`config.mk`:
```
export PLATFORM = sky130hd
export DESIGN_NAME = card_deal_controller
export DESIGN_NICKNAME = d
export VERILOG_FILES = /design/src/rtl/card_deal_controller.sv
export SDC_FILE = /design/constraint.sdc
export NUM_CORES = 1
export LEC_CHECK = 0
export ABC_AREA = 1
export BUFFER_PORTS_ARGS = -buffer_cell sky130_fd_sc_hd__buf_2
export CORE_MARGIN = 5
export CORE_UTILIZATION = 55
export DETAILED_ROUTE_END_ITERATION = 12
export PLACE_DENSITY = 0.73
export SLEW_MARGIN = 5
export SYNTH_ARGS = -nofsm -noshare
export SYNTH_HDL_FRONTEND = slang
export SYNTH_SLANG_ARGS = --single-unit
```
`constraint.sdc`:
```
create_clock -name clk -period 2.1 [get_ports clk]
set_input_delay 0.42 -clock clk [delete_from_list [all_inputs] [get_ports clk]]
set_output_delay 0.42 -clock clk [all_outputs]
set_load 0.005 [all_outputs]
```
`src/rtl/card_deal_controller.sv`:
```
// card_deal_controller
// Deals a fresh board: clears the card memory, then places every colour pair
// at pseudo-random free addresses as "covered", and signals completion.
// Owns the card memory write port from deal start until done or abort.
module card_deal_controller #(
    parameter int ADDR_W    = 5,
    parameter int COLOR_W   = 12,
    parameter int NUM_W     = 6,
    parameter int MAX_CARDS = 32
) (
    input  logic               clk,
    input  logic               rst,
    input  logic               compute_colors_en,
    input  logic [NUM_W-1:0]   num_of_cards,
    output logic               wr_en,
    output logic [ADDR_W-1:0]  wr_addr,
    output logic [COLOR_W-1:0] wr_color,
    output logic [1:0]         wr_state,
    output logic               busy,
    output logic               compute_done
);

    localparam logic [15:0] LFSR_SEED = 16'hACE1;
    localparam logic [15:0] LFSR_MASK = 16'hB400;
    localparam int          CNT_W     = ADDR_W + 1;

    localparam logic [1:0]  CARD_EMPTY   = 2'b00;
    localparam logic [1:0]  CARD_COVERED = 2'b01;

    typedef enum logic [2:0] {
        S_IDLE  = 3'd0,
        S_CLEAR = 3'd1,
        S_PICK  = 3'd2,
        S_PROBE = 3'd3,
        S_PLACE = 3'd4,
        S_DONE  = 3'd5
    } state_t;

    state_t                 r_state;
    state_t                 w_next_state;

    logic [15:0]            r_lfsr;
    logic [MAX_CARDS-1:0]   r_occ;
    logic [CNT_W-1:0]       r_n;
    logic [ADDR_W-1:0]      r_p;
    logic [ADDR_W-1:0]      r_addr;
    logic [ADDR_W-1:0]      r_cand;

    logic [31:0]            w_req_even;
    logic [CNT_W-1:0]       w_n_clamped;
    logic                   w_abort;
    logic                   w_last_addr;
    logic                   w_last_card;
    logic                   w_cand_oob;
    logic [3:0]             w_pal_idx;
    logic [COLOR_W-1:0]     w_pal_color;

    logic                   w_wr_en;
    logic [ADDR_W-1:0]      w_wr_addr;
    logic [COLOR_W-1:0]     w_wr_color;
    logic [1:0]             w_wr_state;
    logic                   w_busy;
    logic                   w_done;

    // Colour pair palette, indexed by pair number
    function automatic logic [COLOR_W-1:0] palette(input logic [3:0] idx);
        logic [11:0] c;
        case (idx)
            4'd0:    c = 12'hF00;
            4'd1:    c = 12'h0F0;
            4'd2:    c = 12'h00F;
            4'd3:    c = 12'hFF0;
            4'd4:    c = 12'hF0F;
            4'd5:    c = 12'h0FF;
            4'd6:    c = 12'hF80;
            4'd7:    c = 12'h8F0;
            4'd8:    c = 12'h08F;
            4'd9:    c = 12'hF08;
            4'd10:   c = 12'h80F;
            4'd11:   c = 12'h0F8;
            4'd12:   c = 12'hFFF;
            4'd13:   c = 12'h888;
            4'd14:   c = 12'h840;
            default: c = 12'h048;
        endcase
        return COLOR_W'(c);
    endfunction

    // Clamp the requested count to an even value in [2, MAX_CARDS]
    always_comb begin
        w_req_even = 32'(num_of_cards) & ~32'd1;
        if (w_req_even < 32'd2) begin
            w_n_clamped = CNT_W'(2);
        end else if (w_req_even > 32'(MAX_CARDS)) begin
            w_n_clamped = CNT_W'(MAX_CARDS);
        end else begin
            w_n_clamped = CNT_W'(w_req_even);
        end
    end

    assign w_abort     = (r_state != S_IDLE) && (r_state != S_DONE) && !compute_colors_en;
    assign w_last_addr = (r_addr == ADDR_W'(MAX_CARDS - 1));
    assign w_last_card = (CNT_W'(r_p) == (r_n - CNT_W'(1)));
    assign w_cand_oob  = (CNT_W'(r_cand) >= r_n);
    assign w_pal_idx   = 4'(r_p >> 1);
    assign w_pal_color = palette(w_pal_idx);

    // Free-running Galois LFSR; never reseeded so boards depend on start time
    always_ff @(posedge clk) begin
        if (rst) begin
            r_lfsr <= LFSR_SEED;
        end else begin
            r_lfsr <= (r_lfsr >> 1) ^ (r_lfsr[0] ? LFSR_MASK : 16'h0000);
        end
    end

    // FSM state register
    always_ff @(posedge clk) begin
        if (rst) begin
            r_state <= S_IDLE;
        end else begin
            r_state <= w_next_state;
        end
    end

    // Next-state and pre-register output values; an abort overrides everything
    always_comb begin
        w_next_state = r_state;
        w_wr_en      = 1'b0;
        w_wr_addr    = '0;
        w_wr_color   = '0;
        w_wr_state   = CARD_EMPTY;
        w_busy       = 1'b0;
        w_done       = 1'b0;
        case (r_state)
            S_IDLE: begin
                if (compute_colors_en) begin
                    w_next_state = S_CLEAR;
                end
            end
            S_CLEAR: begin
                w_busy    = 1'b1;
                w_wr_en   = 1'b1;
                w_wr_addr = r_addr;
                if (w_last_addr) begin
                    w_next_state = S_PICK;
                end
            end
            S_PICK: begin
                w_busy       = 1'b1;
                w_next_state = S_PROBE;
            end
            S_PROBE: begin
                w_busy = 1'b1;
                if (!w_cand_oob && !r_occ[r_cand]) begin
                    w_next_state = S_PLACE;
                end
            end
            S_PLACE: begin
                w_busy       = 1'b1;
                w_wr_en      = 1'b1;
                w_wr_addr    = r_cand;
                w_wr_color   = w_pal_color;
                w_wr_state   = CARD_COVERED;
                w_next_state = w_last_card ? S_DONE : S_PICK;
            end
            S_DONE: begin
                if (compute_colors_en) begin
                    w_done = 1'b1;
                end else begin
                    w_next_state = S_IDLE;
                end
            end
            default: begin
                w_next_state = S_IDLE;
            end
        endcase
        // Abort squashes the registered outputs of this cycle so the write
        // strobe is already low on the cycle after the request drops.
        if (w_abort) begin
            w_next_state = S_IDLE;
            w_wr_en      = 1'b0;
            w_wr_addr    = '0;
            w_wr_color   = '0;
            w_wr_state   = CARD_EMPTY;
            w_busy       = 1'b0;
        end
    end

    // Deal datapath: count, clear address, candidate search, occupancy
    always_ff @(posedge clk) begin
        if (rst) begin
            r_n    <= '0;
            r_p    <= '0;
            r_addr <= '0;
            r_cand <= '0;
            r_occ  <= '0;
        end else if (!w_abort) begin
            case (r_state)
                S_IDLE: begin
                    if (compute_colors_en) begin
                        r_n    <= w_n_clamped;
                        r_p    <= '0;
                        r_addr <= '0;
                    end
                end
                S_CLEAR: begin
                    r_occ[r_addr] <= 1'b0;
                    r_addr        <= r_addr + ADDR_W'(1);
                end
                S_PICK: begin
                    r_cand <= r_lfsr[ADDR_W-1:0];
                end
                S_PROBE: begin
                    if (w_cand_oob) begin
                        r_cand <= '0;
                    end else if (r_occ[r_cand]) begin
                        r_cand <= r_cand + ADDR_W'(1);
                    end
                end
                S_PLACE: begin
                    r_occ[r_cand] <= 1'b1;
                    if (!w_last_card) begin
                        r_p <= r_p + ADDR_W'(1);
                    end
                end
                default: begin
                end
            endcase
        end
    end

    // Registered outputs
    always_ff @(posedge clk) begin
        if (rst) begin
            wr_en        <= 1'b0;
            wr_addr      <= '0;
            wr_color     <= '0;
            wr_state     <= 2'b00;
            busy         <= 1'b0;
            compute_done <= 1'b0;
        end else begin
            wr_en        <= w_wr_en;
            wr_addr      <= w_wr_addr;
            wr_color     <= w_wr_color;
            wr_state     <= w_wr_state;
            busy         <= w_busy;
            compute_done <= w_done;
        end
    end

endmodule
```
# Yosys cells after proc, flatten, opt, wreduce, memory -nomap -nowiden

Memory sizes are Yosys's and may differ from the RTL's. A register that Yosys moved wholly into a read port is not among the register bits.
Cells that the tools add are included.

Register bits after elaboration: 82
Latch bits: 0
Memory bits (writable): 0
Bits in read-only memories: 192
Input bits: 9
Logic and storage cells: 98
Memories: 1

Memories:

| name             | depth | width | rd ports | clocked after memory_dff | wr ports | line | source |
|---|---|---|---|---|---|---|---|
| (name not given) | 16    | 12    | 1        | 1                        | 0        | 68   | `case (idx)` |

Add/subtract/negate cells: 4
$mul: 0
Div/mod/pow operators: 0
$lt $le $gt $ge: 7
Equality and inequality tests: 14
Shifts and indexed selects: 0
Mux-type cells: 28
Bitwise gates (word level): 7
Reduce and logical (&&, ||, !) cells: 25

Operators with widths:

| kind                                                                          | count |
|---|---|
| 32-bit one-hot mux with 2 select lines                                        | 1 |
| 5-bit one-hot mux with 2 select lines                                         | 4 |
| 32-bit bitwise AND                                                            | 1 |
| 32-bit inverter                                                               | 1 |
| 32-bit bitwise OR                                                             | 1 |
| 5-bit two-way mux                                                             | 4 |
| 3-bit one-hot mux with 6 select lines                                         | 1 |
| 16-bit two-way mux                                                            | 1 |
| 15-bit by 16-bit bitwise XOR with 16-bit output                               | 1 |
| 5-bit by 1-bit adder with 5-bit output (second input constant)                | 3 |
| 3-bit two-way mux                                                             | 5 |
| 5-bit by 6-bit less-than comparator with 1-bit output (second input constant) | 2 |
| 6-bit two-way mux                                                             | 2 |
| 1-bit demux with 5-bit select                                                 | 2 |
| 5-bit by 1-bit >= comparator with 1-bit output (second input constant)        | 2 |
| 2-bit inequality test (second input constant)                                 | 5 |
| 3-bit AND reduction                                                           | 3 |
| 4-bit AND reduction                                                           | 2 |
| 2-bit nonzero test                                                            | 4 |
| 1-bit two-way mux                                                             | 7 |
| 3-bit by 2-bit == test with 1-bit output (second input constant)              | 2 |
| 3-bit == test (second input constant)                                         | 2 |
| 5-bit by 6-bit == test with 1-bit output                                      | 1 |
| 5-bit by 6-bit >= comparator with 1-bit output                                | 1 |
| 16 further kinds                                                              | 27 |

# Depth between registers and ports, before layout

Gate-level depths: netlist of run 1.

Word-level depth: 7
Depth in mapped cells: 16
Gate-level depth less buffers: 16

# Worst setup path before layout of run 1

No wires, ideal clock.

Kind: register to register
From: reg r_cand[1]
To: reg r_cand[1]
Setup time: 113 ps
Arrival time: 1741 ps
Required time: 1987 ps
Path slack: 246 ps
Cell stages (with the launch flop): 15
Path buffers: 2
Cell sequence: dfxtp_1 buf_2 inv_1 buf_2 ha_1 nand2_1 nor2_1 nand2_1 nand3_1 inv_1 nand4_2 nand3_2 nand2_1 nand2_1 nor2_1

Longest elaborated chain between the ends: 4
Elaborated cells on any way between the ends: 9
Those cells by class: add/sub: 1; order compare: 1; eq/ne: 1; mux: 5; reduce/logical: 1

RTL lines:

| what                                                                                                | line     | source |
|---|---|---|
| start, declared                                                                                     | 47       | `logic [ADDR_W-1:0] r_cand;` |
| start signal, assigned                                                                              | 212      | `r_cand <= r_lfsr[ADDR_W-1:0];` |
| start signal, assigned                                                                              | 218      | `r_cand <= r_cand + ADDR_W'(1);` |
| 1-bit binary-select mux with 5-bit select or 5-bit by 1-bit adder with 5-bit output (tied branches) | 217, 218 |  |
| 1-bit two-way mux (implied by the code) or 5-bit two-way mux (tied branches)                        | 217      | `end else if (r_occ[r_cand]) begin` |
| 3-bit inequality test (no line) or 5-bit two-way mux (tied branches)                                | n/a      |  |
| 3-bit AND reduction (no line) or 5-bit one-hot mux with 2 select lines (tied branches)              | n/a      |  |

Parallel ways exist; a longest one is shown, timed or not. The select of a mux whose other input is x is not followed.
A chain may end at the register's enable or synchronous reset.

# Final worst setup path of run 1

From: reg r_n[3]
To: reg r_cand[1]

Longest elaborated chain between the ends: 3
Elaborated cells on any way between the ends: 5
Those cells by class: order compare: 1; eq/ne: 1; mux: 2; reduce/logical: 1

RTL lines:

| what                                                                                   | line | source |
|---|---|---|
| start, declared                                                                        | 44   | `logic [CNT_W-1:0] r_n;` |
| start signal, assigned                                                                 | 202  | `r_n <= w_n_clamped;` |
| 5-bit by 6-bit >= comparator with 1-bit output (*)                                     | 104  | `assign w_cand_oob = (CNT_W'(r_cand) >= r_n);` |
| 3-bit inequality test (no line) or 5-bit two-way mux (tied branches)                   | n/a  |  |
| 3-bit AND reduction (no line) or 5-bit one-hot mux with 2 select lines (tied branches) | n/a  |  |

Mark *: on every way between the ends. The rest lies on a longest branch, timed or not.

==> flow_summary.ini, run 1 <==
[yosys]
ys.flop_type = dfxtp_1
ys_seq_area_frac = 0.3673
ys_ff_latch = 87
ys_top_cells_by_area = dfxtp_1 (37%), nand2_1 (14%), inv_1 (7.3%)
synth_mux_area_frac = 0
synth_top_area_frac = 0.3673
syn_area_um2 = 4742
synth_compound_area_frac = 0.1536
synth_top_family_by_area = simple AND/OR/NAND/NOR gates
synth_most_common_cell = nand2_1
ys_warn_count = 0
syn_avg_cell_area_um2 = 6.893
yosys.area_share.xor_xnor = 0.009235
synth-adder-area-share = 0.06069
synth_cells = 688
syn_nets = 720
synth_common_cells = nand2_1 (183), inv_1 (92), dfxtp_1 (87), nor2_1 (55), nand3_1 (43)
async_reset_ff_frac = 0
synth-simple-area-share = 0.2926
ys_types = 39
synth_top_area_cell = dfxtp_1
synth_edf_count = 0

[pwr]
p_seq_frac = 0.435
switchingPower_uw = 1473
cell_internal_pwr_uw = 2648
p_sw_frac = 0.3575
power_uw = 4122
p_per_area_nw_per_um2 = 784.3
peakVddDrop_mv = 0.7440
power.static_leakage_uw = 0.002293
combPwrFrac = 0.268
clkPwrFrac = 0.297

[place]
placed_cell_area_um2 = 5024
place_ws_ns = 0.08924
dp_cells = 812
dp_hpwl_mm = 8.525
place_congestion = 0.9494
port_buffers = 28

[setup_path]
endpoint = r_cand[1]$_SDFFE_PP0P_
endpoint_kind = flop
startpoint = r_n[3]$_SDFFE_PP0P_
worst-r2r-setup-slack_ns = 0.15
arrival_ns = 2.20
required_ns = 2.36
critical_path_class = reg -> reg
r2r_cells = 12
crit-reg2reg-launch = r_n[3]$_SDFFE_PP0P_
r2r_end = r_cand[1]$_SDFFE_PP0P_
crit_fanout = 7
crit_path_start_kind = flop

[detailed_routing]
drtIter0Drc = 402
wire_per_inst_um = 14.74
firstDrtPassIters = 7
postRouteWirelength_mm = 12.21
routed_via_density = 5.560
vias = 4604
drtAntennaViolNets = 0
drc_errors = 0

[cts]
cts.htree.levels = 3
clkTransAtPathRegs_ns = 0.09
cts_tree = yes
clock_sinks = 87
cts.path.max_buffers = 2
root_buffer = clkbuf_8
clk_latency_ns = 0.36
cts_inserted_buffers = 9

[cells_and_area]
final_nets = 750
area_growth_pct = 10.82
final_area_um2 = 5255
diodes = 0
final_cells = 828
drive_gt1_frac = 0.1300

[die]
chipHeight_um = 102.9
rows = 33
num_io_pins = 31
dieArea_um2 = 10580
chipWidth_um = 102.9
core_um2 = 8299
initial_core_util = 0.5714

[worst_hold_path]
min_path_type = in -> reg

[global_routing]
grt_max_degree = 54
first_global_vias = 4328
grt_first_pass_wirelength_mm = 20.44
antenna_found_initial = 0
grt_usage = 0.2452
grt-ovfl-total = 0

[sta]
fmax_mhz = 513.9
final_hold_viol_count = 0
fin_ws_ns = 0.1543
fin_crit_ns = 1.946
rsz0062_at_grt = no
slew-limit-headroom = 0.5244
tightest_slew_ns = 0.7079
setup-violations-final = 0
slew_viol_final = 0
fin_setup_tns_ns = 0
finClkSkew_ns = 0.01239
post-route-period-util = 0.9265

[run]
drv_cap = 0

[status]
status = completed
-- sequential cells by signal, summed over array words and instances, names as in the netlist --
register and flops:
wr_color 7, r_state 3, r_addr 5, compute_done 1
r_occ 32, r_p 5, wr_state 1, r_cand 5
wr_addr 5, r_lfsr 16, r_n 5, wr_en 1
busy 1
-- cell type report --
cell class | instances | area (um2)
Inverter | 99 | 371.6
Tap cell | 105 | 131.4
Clock buffer | 10 | 137.6
Timing Repair Buffer | 53 | 327.8
Clock inverter | 6 | 66.31
Fill cell | 771 | 3044
Sequential cell | 87 | 1745
Multi-Input combinational cell | 468 | 2475
-- power by group through the flow --
stage,Combinational (uW),Sequential [uW],Clock (uW)
global placement,1030,1820,0
global route,1230,1800,1340
CTS,1060,1790,1240
finish,1100,1790,1220
floorplan,774,1810,0
detailed placement,1050,1830,0
-- timing repair --
| item | 4_1_cts | 5_1_grt |
|---|---|---|
| resized for setup | 0 | 8 |
| buffers inserted | 0 | 0 |
| hold buffers | 0 | 0 |
| endpoints found under the setup margin | 0 | 28 |
-- routing by layer --
layer / GRT usage / share of wire / vias to the layer above
li1: - / - / 2285
met1: 0.3347 / 0.46 / 2122
met2: 0.3942 / 0.46 / 172
met3: 0.03992 / 0.066 / 25
met4: 0.08566 / 0.018 / 0
met5: 0 / 0 / -
-- how the worst min path moves through the flow --
stage                                from  cells past startpoint                    end
finish                    num_of_cards[4]                      3    r_n[4]$_SDFFE_PP0P_
global placement     r_lfsr[9]$_SDFF_PP0_                      2   r_lfsr[8]$_SDFF_PP0_
floorplan           r_lfsr[15]$_SDFF_PP1_                      2  r_lfsr[14]$_SDFF_PP0_
global route              num_of_cards[1]                      3    r_n[1]$_SDFFE_PP0P_
detailed placement   r_lfsr[8]$_SDFF_PP0_                      1   r_lfsr[7]$_SDFF_PP1_
CTS                       num_of_cards[4]                      3    r_n[4]$_SDFFE_PP0P_
-- critical path: stages, from the launching register on --
cell	delay (ns)
dfxtp_1	0.34
inv_1	0.10
ha_1	0.34
nand2_1	0.08
nand2_1	0.05
a22oi_1	0.18
nand3_1	0.12
inv_1	0.13
nand4_2	0.19
nand3_4	0.15
nand2_1	0.07
nand2_1	0.06
nor2_1	0.04
-- cells in the final DEF, fill, tap and decap left out, types with 4 or more instances in the layout --
cell and count:
a211oi_1 15, a21oi_1 34, a221oi_1 19, buf_2 28, buf_4 25, clkbuf_8 10
dfxtp_1 84, ha_1 23, inv_1 91, inv_2 7, nand2_1 182, nand3_1 43
nand4_1 8, nor2_1 55, nor3_1 15, o21ai_0 34, o22ai_1 10, or2_2 4
-- logic make-up (layout without fill, tap and decap cells) --
kind of cell / after synthesis / in the layout
AND/OR/NAND/NOR: 320 / 320
other: 1 / 1
buffers and inverters: 133 / 168
flip-flops: 87 / 87
XOR/XNOR: 5 / 5
adder cells (fa/ha/maj): 23 / 23
AO/OA/AOI/OAI: 119 / 119
-- stage by stage --
stage / utilization / hold WS (ns)
2_1_floorplan: - / 0.3883
3_3_place_gp: 0.6053 / 0.3918
3_5_place_dp: 0.6053 / 0.3946
4_1_cts: 0.6299 / 0.3145
5_1_grt: 0.6332 / 0.3224
6_report: 0.6332 / 0.3262
Power figures use the tool's default switching activity.
==> inputs of run 2 (changes only) <==
Settings changed: RECOVER_POWER set to 50.
==> run 2 against run 1 <==
Non-clock buffer count unchanged. Hold slack better by 0.0013 ns. Global-route usage unchanged. Critical path type unchanged. Largest cell class unchanged.
==> flow_summary.ini, run 2 (synthesis gave the netlist of run 1 again) <==
[cells_and_area]
layout_common_cells = nand2_1 (182), inv_1 (92), dfxtp_1 (84), nor2_1 (55), nand3_1 (43)
largestRegisters = r_occ (32), r_lfsr (16), wr_color (7)
final_common_cell = nand2_1
largest_register = r_occ
largest_register_ffs = 32
diodes = 0
final_area_um2 = 5240
final_nets = 750
drive_gt1_frac = 0.1176
area_growth_pct = 10.50

[setup_path]
required_ns = 2.36
arrival_ns = 2.22
critical_path_class = reg -> reg
endpoint_kind = flop
crit_path_start_kind = flop
crit_fanout = 7

[cts]
cts_setup_buffers = 0
cts.path.max_buffers = 2
clkTransAtPathRegs_ns = 0.09
cts_inserted_buffers = 9
clk_latency_ns = 0.36
clock_sinks = 87
cts_tree = yes
root_buffer = clkbuf_8
cts.htree.levels = 3

[sta]
tightest_slew_ns = 1.138
holdWs_ns = 0.3275
setup-violations-final = 0
post-route-period-util = 0.9348
slew-limit-headroom = 0.2415
final_hold_viol_count = 0
slew_viol_final = 0
finClkSkew_ns = 0.01260
fmax_mhz = 509.4
fin_crit_ns = 1.963

[detailed_routing]
drtAntennaViolNets = 0
postRouteWirelength_mm = 12.23
firstDrtPassIters = 7
drtIter0Drc = 401
drc_errors = 0
routed_via_density = 5.570
vias = 4612
wire_per_inst_um = 14.77

[global_routing]
grt_max_degree = 54
grtUsageMet1 = 0.3347
antenna_found_initial = 0
gr-max-usage-layer = met2
grt_usage = 0.2452
first_global_vias = 4328
gr-usage-met3 = 0.03992
grt-ovfl-total = 0
grt_util_met2 = 0.3942
grt_first_pass_wirelength_mm = 20.44

[die]
num_io_pins = 31
chipHeight_um = 102.9
core_um2 = 8299
dieArea_um2 = 10580
chipWidth_um = 102.9
rows = 33
initial_core_util = 0.5714

[worst_hold_path]
min_path_type = in -> reg

[pwr]
power.static_leakage_uw = 0.002259
p_per_area_nw_per_um2 = 784.9
peakVddDrop_mv = 0.7447

[place]
place_congestion = 0.9494
placed_cell_area_um2 = 5024
port_buffers = 28
dp_hpwl_mm = 8.525

[status]
status = completed

[run]
drv_cap = 0
## run 2: cell types whose count changed in the layout (fill, tap and decap cells not counted), sizes merged
cell,change
clkbuf,+8
buf,-8
## run 2: metal layers
metal	share of wire	up-vias	wire, um
met1	0.45	2128	5546
met3	0.070	28	851
met5	0	-	0
met4	0.019	0	238
li1	-	2284	-
met2	0.46	172	5590
## run 2: layout make-up
cell class / count / area (um2)
tap: 105 / 131.4
inverter: 99 / 371.6
sequential: 87 / 1745
fill: 771 / 3059
multi-input combinational: 468 / 2475
timing repair buffer: 53 / 312.8
clock buffer: 10 / 137.6
clock inverter: 6 / 66.31
## run 2: worst max-delay path, stage by stage, from the launching register on
cell,delay [ns]
dfxtp_1,0.34
inv_1,0.10
ha_1,0.34
nand2_1,0.08
nand2_1,0.05
a22oi_1,0.18
nand3_1,0.12
inv_1,0.13
nand4_2,0.20
nand3_4,0.15
nand2_1,0.07
nand2_1,0.06
nor2_1,0.05
## run 2: power breakdown
group	switching (uW)	leakage (uW)	total [uW]	internal (uW)
clock network	631	0.000107	1220	590
registers	64.6	0.000708	1790	1730
logic	774	0.00144	1100	327
total	1470	0.00226	4110	2640
## run 2: what timing repair did
action	CTS	global route
resized for setup	0	8
hold buffers	0	0
setup endpoints to repair	0	28
## run 2: worst paths after layout
kind | startpoint | endpoint | slack [ns] | cells past startpoint
min | num_of_cards[4] | r_n[4]$_SDFFE_PP0P_ | 0.33 | 3
max reg2reg | r_n[3]$_SDFFE_PP0P_ | r_cand[1]$_SDFFE_PP0P_ | 0.14 | 12
max | r_n[3]$_SDFFE_PP0P_ | r_cand[1]$_SDFFE_PP0P_ | 0.14 | 12
min reg2reg | r_lfsr[9]$_SDFF_PP0_ | r_lfsr[8]$_SDFF_PP0_ | 0.41 | 2
## run 2: through the flow
stage                     utilization  total power [uW]  worst slack [ns]  setup TNS (ns)  cells
after detailed placement       0.6053              2883           0.08924               0    812
final                          0.6314              4113            0.1370               0    828
after CTS                      0.6299              4091           0.08120               0    828
after global placement         0.6053              2854            0.1637               0    812
after floorplan                     -              2584            0.2461               0    688
after global routing           0.6314              4368         -0.001763       -0.003128    828
